[src/rtl/cmem_spi_arbiter.sv]
// cmem_spi_arbiter: two-requester round-robin arbiter for the SPI-side nibble
// port of the communication memory.
// Requester A (SPI command engine) and B (housekeeping/debug reader) each
// present a held command (req/we/addr/wdata). At most one command is issued per
// cycle as registered spi_read/spi_write strobes. Read nibbles return three
// cycles after the grant decision on rdata_x/rvalid_x of the issuing requester.
// Optional feature macro: CMEM_ARB_LOCK_EN (lock_x ownership with MAX_LOCK cap).
// Ports:
//   i_clk200, i_reset_n            clock, synchronous active-low reset
//   i_req_x, i_we_x, i_addr_x,
//   i_wdata_x, i_lock_x            requester command fields (x = a, b)
//   o_ack_x                        command issued this cycle
//   o_rvalid_x, o_rdata_x          read return, rdata held until next rvalid
//   o_lock_lost_x                  lock force-released after MAX_LOCK grants
//   o_spi_read, o_spi_write,
//   o_spi_address, o_spi_out_cmem_in   registered cmem command
//   i_spi_in_cmem_out              cmem read data, valid cycle after spi_read
module cmem_spi_arbiter #(
    parameter int unsigned MAX_LOCK = 8
) (
    input  logic       i_clk200,
    input  logic       i_reset_n,
    input  logic       i_req_a,
    input  logic       i_req_b,
    input  logic       i_we_a,
    input  logic       i_we_b,
    input  logic [3:0] i_addr_a,
    input  logic [3:0] i_addr_b,
    input  logic [3:0] i_wdata_a,
    input  logic [3:0] i_wdata_b,
    input  logic       i_lock_a,
    input  logic       i_lock_b,
    output logic       o_ack_a,
    output logic       o_ack_b,
    output logic       o_rvalid_a,
    output logic       o_rvalid_b,
    output logic [3:0] o_rdata_a,
    output logic [3:0] o_rdata_b,
    output logic       o_lock_lost_a,
    output logic       o_lock_lost_b,
    output logic       o_spi_read,
    output logic       o_spi_write,
    output logic [3:0] o_spi_address,
    output logic [3:0] o_spi_out_cmem_in,
    input  logic [3:0] i_spi_in_cmem_out
);

    localparam int unsigned NIB_W      = 4;
    localparam logic [3:0]  LP_MAX_CNT = 4'(MAX_LOCK);

    logic             r_ack_a, r_ack_b;
    logic             r_spi_read, r_spi_write;
    logic [NIB_W-1:0] r_spi_address, r_spi_wdata;
    logic             r_ptr_b;
    logic             r_tag0_vld, r_tag0_b, r_tag1_vld, r_tag1_b;
    logic             r_rvalid_a, r_rvalid_b;
    logic [NIB_W-1:0] r_rdata_a, r_rdata_b;

    logic             w_own_a, w_own_b;
    logic             w_lk_grant;
    logic             w_lost_a, w_lost_b;
    logic             w_elig_a, w_elig_b;
    logic             w_grant_a, w_grant_b, w_grant;
    logic             w_we;
    logic [NIB_W-1:0] w_addr, w_wdata;

    // Grant decision: held commands are masked during their ack cycle; an
    // active lock owner makes the other requester ineligible.
    always_comb begin
        w_elig_a  = i_req_a && !r_ack_a && !w_own_b;
        w_elig_b  = i_req_b && !r_ack_b && !w_own_a;
        w_grant_a = w_elig_a && (!w_elig_b || !r_ptr_b);
        w_grant_b = w_elig_b && (!w_elig_a ||  r_ptr_b);
        w_grant   = w_grant_a || w_grant_b;
        w_we      = w_grant_b ? i_we_b    : i_we_a;
        w_addr    = w_grant_b ? i_addr_b  : i_addr_a;
        w_wdata   = w_grant_b ? i_wdata_b : i_wdata_a;
    end

    // Command issue, round-robin pointer and 2-stage read-owner tag pipeline.
    always_ff @(posedge i_clk200) begin
        if (!i_reset_n) begin
            r_ack_a       <= 1'b0;
            r_ack_b       <= 1'b0;
            r_spi_read    <= 1'b0;
            r_spi_write   <= 1'b0;
            r_spi_address <= '0;
            r_spi_wdata   <= '0;
            r_ptr_b       <= 1'b0;
            r_tag0_vld    <= 1'b0;
            r_tag0_b      <= 1'b0;
            r_tag1_vld    <= 1'b0;
            r_tag1_b      <= 1'b0;
            r_rvalid_a    <= 1'b0;
            r_rvalid_b    <= 1'b0;
            r_rdata_a     <= '0;
            r_rdata_b     <= '0;
        end else begin
            r_ack_a     <= w_grant_a;
            r_ack_b     <= w_grant_b;
            r_spi_read  <= w_grant && !w_we;
            r_spi_write <= w_grant &&  w_we;
            if (w_grant) begin
                r_spi_address <= w_addr;
                r_spi_wdata   <= w_wdata;
            end
            // Pointer favours the requester not served last; frozen under lock.
            if (w_grant && !w_lk_grant) begin
                r_ptr_b <= w_grant_a;
            end
            r_tag0_vld <= w_grant && !w_we;
            r_tag0_b   <= w_grant_b;
            r_tag1_vld <= r_tag0_vld;
            r_tag1_b   <= r_tag0_b;
            r_rvalid_a <= r_tag1_vld && !r_tag1_b;
            r_rvalid_b <= r_tag1_vld &&  r_tag1_b;
            if (r_tag1_vld && !r_tag1_b) begin
                r_rdata_a <= i_spi_in_cmem_out;
            end
            if (r_tag1_vld && r_tag1_b) begin
                r_rdata_b <= i_spi_in_cmem_out;
            end
        end
    end

`ifdef CMEM_ARB_LOCK_EN
    logic       r_own_a, r_own_b;
    logic       r_blk_a, r_blk_b;
    logic       r_pend_a, r_pend_b;
    logic       r_lost_a, r_lost_b;
    logic [3:0] r_cnt;
    logic       w_lk_a, w_lk_b;
    logic [3:0] w_cnt_inc;
    logic       w_force;

    // Ownership drops combinationally as soon as lock_x is sampled low, so
    // the other requester can be granted on that same edge.
    always_comb begin
        w_own_a    = r_own_a && i_lock_a;
        w_own_b    = r_own_b && i_lock_b;
        w_lk_a     = w_grant_a && i_lock_a && !r_blk_a;
        w_lk_b     = w_grant_b && i_lock_b && !r_blk_b;
        w_lk_grant = w_lk_a || w_lk_b;
        w_cnt_inc  = 4'd1;
        if ((w_lk_a && r_own_a) || (w_lk_b && r_own_b)) begin
            w_cnt_inc = r_cnt + 4'd1;
        end
        w_force    = w_lk_grant && (w_cnt_inc == LP_MAX_CNT);
        w_lost_a   = r_lost_a;
        w_lost_b   = r_lost_b;
    end

    // Lock owner, shared grant count, forced release and re-lock block.
    always_ff @(posedge i_clk200) begin
        if (!i_reset_n) begin
            r_own_a  <= 1'b0;
            r_own_b  <= 1'b0;
            r_blk_a  <= 1'b0;
            r_blk_b  <= 1'b0;
            r_pend_a <= 1'b0;
            r_pend_b <= 1'b0;
            r_lost_a <= 1'b0;
            r_lost_b <= 1'b0;
            r_cnt    <= 4'd0;
        end else begin
            // Pend stage puts lost one cycle after the final ack.
            r_pend_a <= w_lk_a && w_force;
            r_pend_b <= w_lk_b && w_force;
            r_lost_a <= r_pend_a;
            r_lost_b <= r_pend_b;

            if (!i_lock_a) begin
                r_blk_a <= 1'b0;
            end else if (w_lk_a && w_force) begin
                r_blk_a <= 1'b1;
            end
            if (!i_lock_b) begin
                r_blk_b <= 1'b0;
            end else if (w_lk_b && w_force) begin
                r_blk_b <= 1'b1;
            end

            if (w_lk_a) begin
                r_own_a <= !w_force;
            end else if (!i_lock_a) begin
                r_own_a <= 1'b0;
            end
            if (w_lk_b) begin
                r_own_b <= !w_force;
            end else if (!i_lock_b) begin
                r_own_b <= 1'b0;
            end

            if (w_lk_grant) begin
                r_cnt <= w_force ? 4'd0 : w_cnt_inc;
            end else if ((r_own_a && !i_lock_a) || (r_own_b && !i_lock_b)) begin
                r_cnt <= 4'd0;
            end
        end
    end
`else
    logic w_unused_lock;

    assign w_own_a       = 1'b0;
    assign w_own_b       = 1'b0;
    assign w_lk_grant    = 1'b0;
    assign w_lost_a      = 1'b0;
    assign w_lost_b      = 1'b0;
    assign w_unused_lock = &{1'b0, i_lock_a, i_lock_b, LP_MAX_CNT};
`endif

    assign o_ack_a           = r_ack_a;
    assign o_ack_b           = r_ack_b;
    assign o_rvalid_a        = r_rvalid_a;
    assign o_rvalid_b        = r_rvalid_b;
    assign o_rdata_a         = r_rdata_a;
    assign o_rdata_b         = r_rdata_b;
    assign o_lock_lost_a     = w_lost_a;
    assign o_lock_lost_b     = w_lost_b;
    assign o_spi_read        = r_spi_read;
    assign o_spi_write       = r_spi_write;
    assign o_spi_address     = r_spi_address;
    assign o_spi_out_cmem_in = r_spi_wdata;

endmodule

[config.mk]
export PLATFORM = sky130hd
export DESIGN_NAME = cmem_spi_arbiter
export DESIGN_NICKNAME = d
export VERILOG_FILES = /design/src/rtl/cmem_spi_arbiter.sv
export SDC_FILE = /design/constraint.sdc
export NUM_CORES = 1
export LEC_CHECK = 0
export ABC_AREA = 0
export ABC_CLOCK_PERIOD_IN_PS = 3080
export CORE_MARGIN = 1
export CORE_UTILIZATION = 43
export DETAILED_ROUTE_END_ITERATION = 8
export PLACE_DENSITY = 0.93
export SETUP_SLACK_MARGIN = 0.2
export SKIP_CTS_REPAIR_TIMING = 1
export SLEW_MARGIN = 30
export SYNTH_ARGS = -nofsm -noshare
export SYNTH_HDL_FRONTEND = slang
export SYNTH_SLANG_ARGS = --single-unit
[constraint.sdc]
create_clock -name i_clk200 -period 3.08 [get_ports i_clk200]
set_input_delay 0.308 -clock i_clk200 [delete_from_list [all_inputs] [get_ports i_clk200]]
set_output_delay 0.308 -clock i_clk200 [all_outputs]
set_load 0.03 [all_outputs]
==> impl_metrics.csv, run 1 <==
group,metric,value,unit
status,status,"complete, no violations",
pwr,swShare,29.9,%
placed_design,hpwl,1.96,mm
pwr,seqPwrFrac,51.8,%
sta,slew_viol_final,0,
layout,final_cell_mix,"47 x clkdlybuf4s50_1, 25 x dfxtp_1",
route,viasPerCell,5.40,
setup_path,path_max_fanout,2,
placed_design,gp_congestion,0.704,
clock_tree,numClockSinks,25,
setup_path,cpLargestDelayFamily,"buffers and inverters",
sta,hold_viol_final,0,
synthesis,ys_async_sr_fraction,0,%
hold_path,holdPathStages,2,
layout,syn_to_final_growth,45.3,%
global_routing,antenna_found_initial,0,
route,wire_per_inst,14.1,um
synthesis,postSynthCellCount,110,
floorplan,fp.dieW,52.5,um
layout,final_common_cell,"clkdlybuf4s50_1",
layout,nets,182,
clock_tree,htree_levels,1,
route,drt_first_iter_violations,13,
pwr,p_switching,205,uW
setup_path,cp-end-kind,"output port",
setup_path,path_class,"reg2out",
sta,fmax,0.586,GHz
global_routing,grt_pass1_wl,4.04,mm
placed_design,numPortBuffers,47,
setup_path,r2r_end,"o_spi_out_cmem_in[0]",
floorplan,start_util,47.7,%
setup_path,worstReg2RegStart,"r_tag0_b",
pwr,powerDensity,430,nW/um^2
floorplan,ios,52,
clock_tree,clockBufferDepth,2,
synthesis,yosys_warnings,0,
floorplan,rows,17,
setup_path,required,2.77,ns
pwr,combPwrFrac,26.4,%
synthesis,yosys_register_bits,25,
floorplan,die-area,2750,um^2
synthesis,syn_area,1100,um^2
sta,fin_crit,1.71,ns
floorplan,core_area,2300,um^2
setup_path,path_cells,"clkdlybuf4s50_1",
route,wirelength,2.55,mm
clock_tree,numCtsBuffers,3,
setup_path,ff2ff_path_depth,4,
layout,n_antenna_cell,0,
synthesis,synth_cell_types,25,
placed_design,post-place-cells,177,
setup_path,critPathSlowestCell,"clkdlybuf4s50_1",
sta,rsz0062_at_grt,"no",
pwr,p_leak,0.000568,uW
layout,final_cells,181,
layout,drive_gt1_share,11.8,%
hold_path,worstHoldEndpoint,"o_rdata_b[3]",
setup_path,r2r_setup_slack,1.56,ns
route,first_pass_iters,6,
hold_path,min_from,"o_rdata_b[3]",
setup_path,cp_data_arrival_time,1.40,ns
hold_path,min_path_type,"reg2reg",
setup_path,max_stage_delay,0.70,ns
sta,setup-violations-final,0,
synthesis,syn_area_per_cell,9.96,um^2
floorplan,die_h,52.5,um
flow_run,cap_violations,0,
clock_tree,clk_latency,0.31,ns
clock_tree,clk_pin_slew_worst_paths,0.14,ns
global_routing,grt_start_max_net_pins,34,
synthesis,yosysSeqAreaShare,45.7,%
sta,skew,0.00644,ns
pwr,p_int,480,uW
sta,period_share,55.4,%
synthesis,synth_edf_count,0,
pwr,ir_drop,0.000293,V
global_routing,grt_use_total,19.7,%
route,via_count,977,
sta,fin_setup_tns,0,ns
synthesis,ys.flop_type,"dfxtp_1",
clock_tree,cts_tree,"built",
clock_tree,cts_root_buf,"clkbuf_4",
global_routing,overflow,0,
global_routing,grt_pass1_vias,958,
setup_path,crit_buf_inv,1,
setup_path,startpoint_type,"flip-flop",
pwr,p_clk_share,21.8,%
route,final_antenna_net_count,0,
route,drc,0,
==> cell usage after synthesis (4+ instances only) <==
cell,n,area (um^2)
a21boi_0,4,30.0
buf_2,4,20.0
clkbuf_1,5,18.8
dfxtp_1,25,500
inv_1,8,30.0
mux2i_1,4,40.0
nand2_1,6,22.5
nand3_1,5,25.0
nand4_1,8,50.1
nor2b_1,7,43.8
o211ai_1,8,60.1
o221ai_2,8,120
==> per-layer routing <==
layer  part of all wire [%]  vias to the layer above  GRT usage (%)
met5                      0                        -              0
met4                    1.3                        0           9.65
met3                    6.3                        4           2.32
met2                     51                       35           35.4
met1                     41                      459           22.8
li1                       -                      479              -
==> how the worst max path moves through the flow <==
| stage | slack (ns) | cells past startpoint | start | endpoint |
|---|---|---|---|---|
| global placement | 1.17 | 4 | i_reset_n | o_spi_out_cmem_in[1] |
| finish | 1.37 | 1 | o_rdata_b[0] | o_rdata_b[0] |
| detailed placement | 1.15 | 4 | i_reset_n | o_spi_address[2] |
| floorplan | 1.70 | 4 | r_tag0_b | o_spi_address[0] |
| CTS | 1.36 | 1 | o_rdata_b[0] | o_rdata_b[0] |
| global route | 1.34 | 1 | o_rdata_b[0] | o_rdata_b[0] |
==> sequential cells by signal, indices dropped and copies added (netlist names) <==
name / count
o_spi_out_cmem_in: 4
o_spi_address: 4
r_tag1_vld: 1
o_rdata_a: 4
r_ptr_b: 1
o_rdata_b: 4
o_rvalid_a: 1
r_tag0_b: 1
o_spi_write: 1
o_ack_a: 1
o_rvalid_b: 1
r_tag0_vld: 1
r_tag1_b: 1
==> through the flow <==
stage | util (%) | cell area [um^2] | power, uW | worst slack, ns | hold WS [ns]
CTS | 69.3 | 1590 | 689 | 1.36 | 0.487
detailed placement | 68.0 | 1560 | 542 | 1.15 | 0.455
finish | 69.3 | 1590 | 684 | 1.37 | 0.482
global placement | 68.0 | 1560 | 537 | 1.17 | 0.454
global route | 69.3 | 1590 | 709 | 1.34 | 0.519
floorplan | - | 1100 | 467 | 1.70 | 0.464
==> final cells by class <==
type / count / area, um^2
clock buffer: 3 / 22.5
clock inverter: 1 / 7.51
fill: 179 / 704
inverter: 8 / 30.0
multi-input combinational: 66 / 504
sequential: 25 / 500
tap: 28 / 35.0
timing repair buffer: 50 / 493
==> power by group through the flow <==
| stage | Combinational, uW | Clock [uW] | Sequential (uW) |
|---|---|---|---|
| floorplan | 71.4 | 0 | 395 |
| global placement | 176 | 0 | 361 |
| detailed placement | 180 | 0 | 362 |
| CTS | 181 | 153 | 355 |
| global route | 192 | 160 | 357 |
| finish | 180 | 149 | 355 |
==> cell families after synthesis <==
logic type	share of synthesized area, %
buffers and inverters	8.68
other	0.342
and+or+nand+nor	19.7
AOI/OAI and AO/OA	21.9
DFF	45.7
muxes	3.65
Power figures use the tool's default switching activity.
==> run 2, diff against run 1 <==
ABC_CLOCK_PERIOD_IN_PS = 1730   (was 3080)
CORE_UTILIZATION = 40   (was 43)
PLACE_DENSITY = 0.88   (was 0.93)
clock period = 1.73 ns   (was 3.08 ns; I/O delays follow)
==> run 2 against run 1 <==
  * Die area rose by 7.2%
  * First-iteration DRC count fell by 31%
  * Utilization fell by 3.8 points
  * Design area rose by 3.8%
  * Flip-flop and latch count did not move
  * Routed wire length rose by 3.3%
  * Via count fell by 1.0%
  * Largest cell class is now buffers
==> impl_metrics.csv, run 2 (synthesized netlist as in run 1, its figures left out) <==
group,metric,value,unit
floorplan,ios,52,
clock_tree,clk_latency,0.30,ns
route,wirelength,2.64,mm
route,viasPerCell,5.26,
clock_tree,cts_tree,"built",
global_routing,grt_use_total,19.2,%
layout,drive_gt1_share,11.7,%
pwr,seqPwrFrac,52.6,%
clock_tree,clockBufferDepth,2,
layout,regArea,500,um^2
global_routing,overflow,0,
layout,final.fill_count,220,
sta,timing.final.ws_setup,0.410,ns
setup_path,path_class,"reg2reg",
clock_tree,htree_levels,1,
sta,slew_viol_final,0,
layout,multi_input_area,504,um^2
pwr,swShare,28.8,%
setup_path,path_max_fanout,8,
clock_tree,cts_root_buf,"clkbuf_4",
setup_path,required,1.97,ns
sta,skew,0.00219,ns
pwr,combPwrFrac,26.7,%
pwr,powerDensity,724,nW/um^2
route,drc,0,
pwr,p_clk_share,20.7,%
route,drt_first_iter_violations,9,
flow_run,cap_violations,0,
layout,syn_to_final_growth,50.9,%
setup_path,startpoint_type,"flip-flop",
sta,setup-violations-final,0,
setup_path,cp-end-kind,"flip-flop",
layout,final_cell_mix,"25 x clkdlybuf4s50_1, 25 x dfxtp_1, 22 x dlymetal6s2s_1",
clock_tree,numClockSinks,25,
sta,worst_pin_slew,0.497,ns
setup_path,cp_data_arrival_time,1.56,ns
pwr,ir_drop,0.000625,V
placed_design,numPortBuffers,47,
pwr,power,1200,uW
global_routing,grt_pass1_wl,4.00,mm
sta,fin_setup_tns,0,ns
route,first_pass_iters,4,
floorplan,rows,18,
placed_design,gp_congestion,0.763,
layout,nets,183,
global_routing,grt_start_max_net_pins,33,
floorplan,fp.dieW,54.3,um
clock_tree,clk_pin_slew_worst_paths,0.12,ns
sta,whs,0.471,ns
sta,fmax,0.758,GHz
route,final_antenna_net_count,0,
sta,hold_viol_final,0,
sta,fin_crit,1.32,ns
pwr,p_int,853,uW
floorplan,core_area,2520,um^2
placed_design,pre_cts_ws,0.0964,ns
sta,period_share,76.3,%
floorplan,start_util,43.5,%
floorplan,die-area,2950,um^2
route,wire_per_inst,14.3,um
placed_design,hpwl,1.95,mm
pwr,p_leak,0.000937,uW
route,via_count,967,
global_routing,antenna_found_initial,0,
clock_tree,numCtsBuffers,3,
floorplan,die_h,54.3,um
sta,maxSlewHeadroom,66.8,%
layout,n_antenna_cell,0,
sta,rsz0062_at_grt,"no",
status,status,"complete, no violations",
global_routing,grt_pass1_vias,875,
pwr,p_switching,345,uW
hold_path,min_path_type,"in2reg",
## run 2: power groups by stage
stage	Clock (uW)	Combinational [uW]	Sequential, uW
final	247	320	630
after global routing	290	341	635
after CTS	261	326	631
after detailed placement	0	325	644
after global placement	0	318	642
after floorplan	0	127	703
## run 2: through the flow
stage	area, um^2	util [%]	std cells
after floorplan	1100	-	111
after global placement	1570	62.4	180
after detailed placement	1570	62.4	180
after CTS	1600	63.4	184
after global routing	1650	65.6	184
final	1650	65.6	184
## run 2: worst paths after layout
check / cells after the start / startpoint / slack, ns / endpoint
setup / recovery: 3 / o_ack_a / 0.41 / o_spi_out_cmem_in[0]
hold / removal: 3 / i_we_b / 0.47 / o_spi_write
setup reg to reg: 3 / o_ack_a / 0.41 / o_spi_out_cmem_in[0]
hold reg to reg: 2 / o_rdata_b[2] / 0.48 / o_rdata_b[2]
## run 2: critical path: stages (launching register included)
cell and delay [ns]:
dfxtp_1 0.37, nor2b_1 0.06, or3b_1 0.58, o221ai_2 0.24
## run 2: routing by layer
layer / global-route usage [%] / wire [um]
met5: 0 / 0
met4: 3.85 / 39
met3: 6.39 / 187
met2: 32.1 / 1330
met1: 23.7 / 1080
## run 2: cell type report
| class | instances | area share, % |
|---|---|---|
| repair buffers | 51 | 33.6 |
| multi-input cells | 66 | 30.5 |
| flip-flops and latches | 25 | 30.3 |
| well taps | 30 | 2.27 |
| inverters | 8 | 1.82 |
| clock buffers | 4 | 1.59 |
==> run 3, diff against run 2 <==
ABC_CLOCK_PERIOD_IN_PS = 1200   (was 1730)
CORE_UTILIZATION = 36   (was 40)
PLACE_DENSITY = 0.84   (was 0.88)
clock period = 1.2 ns   (was 1.73 ns; I/O delays follow)
==> run 3 against run 2 <==
  * The run now ends with design-rule violations, negative setup slack left
  * Power is 50% higher
  * Worst setup slack lost 0.46 ns
  * Clock power is 59% higher
  * Die area up 11%
  * Fmax grew 5.3%
  * Clock-buffer cell count down 1
  * Cell count rose by 4.9%
  * Clock skew up 0.0046 ns
  * Non-clock buffer count rose by 8
  * Largest cell class unchanged
==> impl_metrics.csv, run 3 (synthesized netlist as in run 1, its figures left out) <==
group,metric,value,unit
status,status,"finished with violations",
status,violations,"design-rule violations, negative setup slack",
clock_tree,clockBufferDepth,2,
sta,slew_viol_final,0,
route,viasPerCell,5.23,
placed_design,numPortBuffers,47,
floorplan,fp.dieW,57.2,um
route,drc,3,
clock_tree,cts_tree,"built",
floorplan,rows,19,
sta,fmax,0.798,GHz
global_routing,grt_start_max_net_pins,33,
setup_path,critPathSlowestCell,"or3b_4",
layout,final.fill_count,243,
setup_path,path_max_fanout,6,
clock_tree,clk_pin_slew_worst_paths,0.15,ns
sta,timing.final.ws_setup,-0.0528,ns
sta,whs,0.374,ns
placed_design,hpwl,1.92,mm
hold_path,min_path_type,"in2reg",
setup_path,startpoint_type,"flip-flop",
floorplan,core_area,2830,um^2
sta,skew,0.00675,ns
layout,final_cell_mix,"25 x clkdlybuf4s50_1, 24 x buf_4, 15 x dfxtp_2",
layout,n_antenna_cell,0,
floorplan,start_util,38.7,%
sta,fin_crit,1.25,ns
global_routing,antenna_found_initial,0,
pwr,powerDensity,1070,nW/um^2
clock_tree,cts_root_buf,"clkbuf_4",
sta,rsz0062_at_grt,"yes",
setup_path,cp-end-kind,"flip-flop",
hold_path,min_from,"i_we_b",
clock_tree,clk_latency,0.32,ns
setup_path,max_stage_delay,0.41,ns
floorplan,die_h,57.2,um
clock_tree,numCtsBuffers,3,
clock_tree,numClockSinks,25,
setup_path,ff2ff_path_depth,3,
setup_path,path_cells,"or3b_4 -> a21bo_2 -> and3b_1",
global_routing,grt_pass1_wl,4.20,mm
setup_path,r2r_setup_slack,-0.05,ns
sta,setup-violations-final,5,
flow_run,cap_violations,0,
sta,period_share,104,%
global_routing,grt_use_total,16.2,%
route,wirelength,2.60,mm
layout,syn_to_final_growth,53.3,%
route,drt_first_iter_violations,32,
layout,final_common_cell,"clkdlybuf4s50_1",
route,wire_per_inst,13.5,um
floorplan,die-area,3270,um^2
setup_path,path_class,"reg2reg",
pwr,ir_drop,0.000656,V
global_routing,overflow,0,
layout,nets,191,
setup_path,required,1.43,ns
route,first_pass_iters,6,
setup_path,cp_data_arrival_time,1.48,ns
global_routing,grt_pass1_vias,956,
setup_path,worstReg2RegStart,"o_ack_a",
hold_path,holdPathStages,3,
hold_path,worstHoldEndpoint,"o_spi_write",
layout,drive_gt1_share,40.7,%
clock_tree,htree_levels,1,
setup_path,crit_buf_inv,0,
route,final_antenna_net_count,0,
floorplan,ios,52,
pwr,p_leak,0.000694,uW
setup_path,cpLargestDelayFamily,"simple AND/OR/NAND/NOR gates",
sta,hold_viol_final,0,
placed_design,gp_congestion,0.723,
route,via_count,1009,
sta,fin_setup_tns,-0.0818,ns
setup_path,r2r_end,"r_tag0_vld",
run 3: changes by cell type in the layout (fill, tap and decap cells not counted):
| cell | change |
|---|---|
| nor2b_1 | -1 |
| nor2b_4 | +1 |
| dfxtp_1 | -17 |
| buf_6 | +3 |
| buf_2 | +1 |
| dfxtp_2 | +15 |
| inv_4 | +1 |
| dlymetal6s2s_1 | -21 |
| dfxtp_4 | +2 |
| clkbuf_1 | -1 |
| clkbuf_4 | +3 |
| buf_12 | +2 |
| buf_4 | +20 |
run 3: layout make-up:
| cell class | count | area, um^2 | share of cell area (%) |
|---|---|---|---|
| Timing Repair Buffer | 59 | 544 | 32.4 |
| Clock buffer | 3 | 22.5 | 1.34 |
| Clock inverter | 1 | 6.26 | 0.372 |
| Inverter | 8 | 30.0 | 1.79 |
| Tap cell | 31 | 38.8 | 2.31 |
| Multi-Input combinational cell | 66 | 512 | 30.5 |
| Sequential cell | 25 | 527 | 31.3 |
run 3: worst register-to-register path: stages, from the launching register on:
cell and delay [ns]:
dfxtp_4 0.37, or3b_4 0.41, a21bo_2 0.21, and3b_1 0.16
run 3: metrics by stage:
step | utilization, % | instances | total power (uW) | instance area (um^2) | worst slack, ns
2_1_floorplan | - | 111 | 1200 | 1120 | -0.0360
3_3_place_gp | 58.2 | 187 | 1410 | 1650 | -0.282
3_5_place_dp | 58.2 | 187 | 1420 | 1650 | -0.301
4_1_cts | 59.2 | 191 | 1820 | 1670 | -0.301
5_1_grt | 59.4 | 193 | 1890 | 1680 | -0.0617
6_report | 59.4 | 193 | 1800 | 1680 | -0.0528
run 3: worst max-delay path by stage:
| stage | from | to | slack [ns] | depth (start not counted) |
|---|---|---|---|---|
| 2_1_floorplan | o_ack_a | o_spi_address[2] | -0.04 | 4 |
| 3_3_place_gp | i_req_a | r_tag0_vld | -0.28 | 4 |
| 3_5_place_dp | i_req_a | o_spi_address[0] | -0.30 | 5 |
| 4_1_cts | o_spi_address[3] | o_spi_address[3] | -0.30 | 1 |
| 5_1_grt | o_ack_a | r_tag0_vld | -0.06 | 4 |
| 6_report | o_ack_a | r_tag0_vld | -0.05 | 3 |
run 3: layer usage:
layer	track usage (%)	wire, um	share of wire [%]
met4	5.57	38	1.5
met1	20.7	1080	42
met3	2.27	98	3.8
met5	0	0	0
met2	28.2	1380	53
run 3: power by group:
part | switching, uW | internal [uW] | total [uW]
combinational | 249 | 244 | 494
clock | 262 | 130 | 392
sequential | 28.8 | 885 | 914
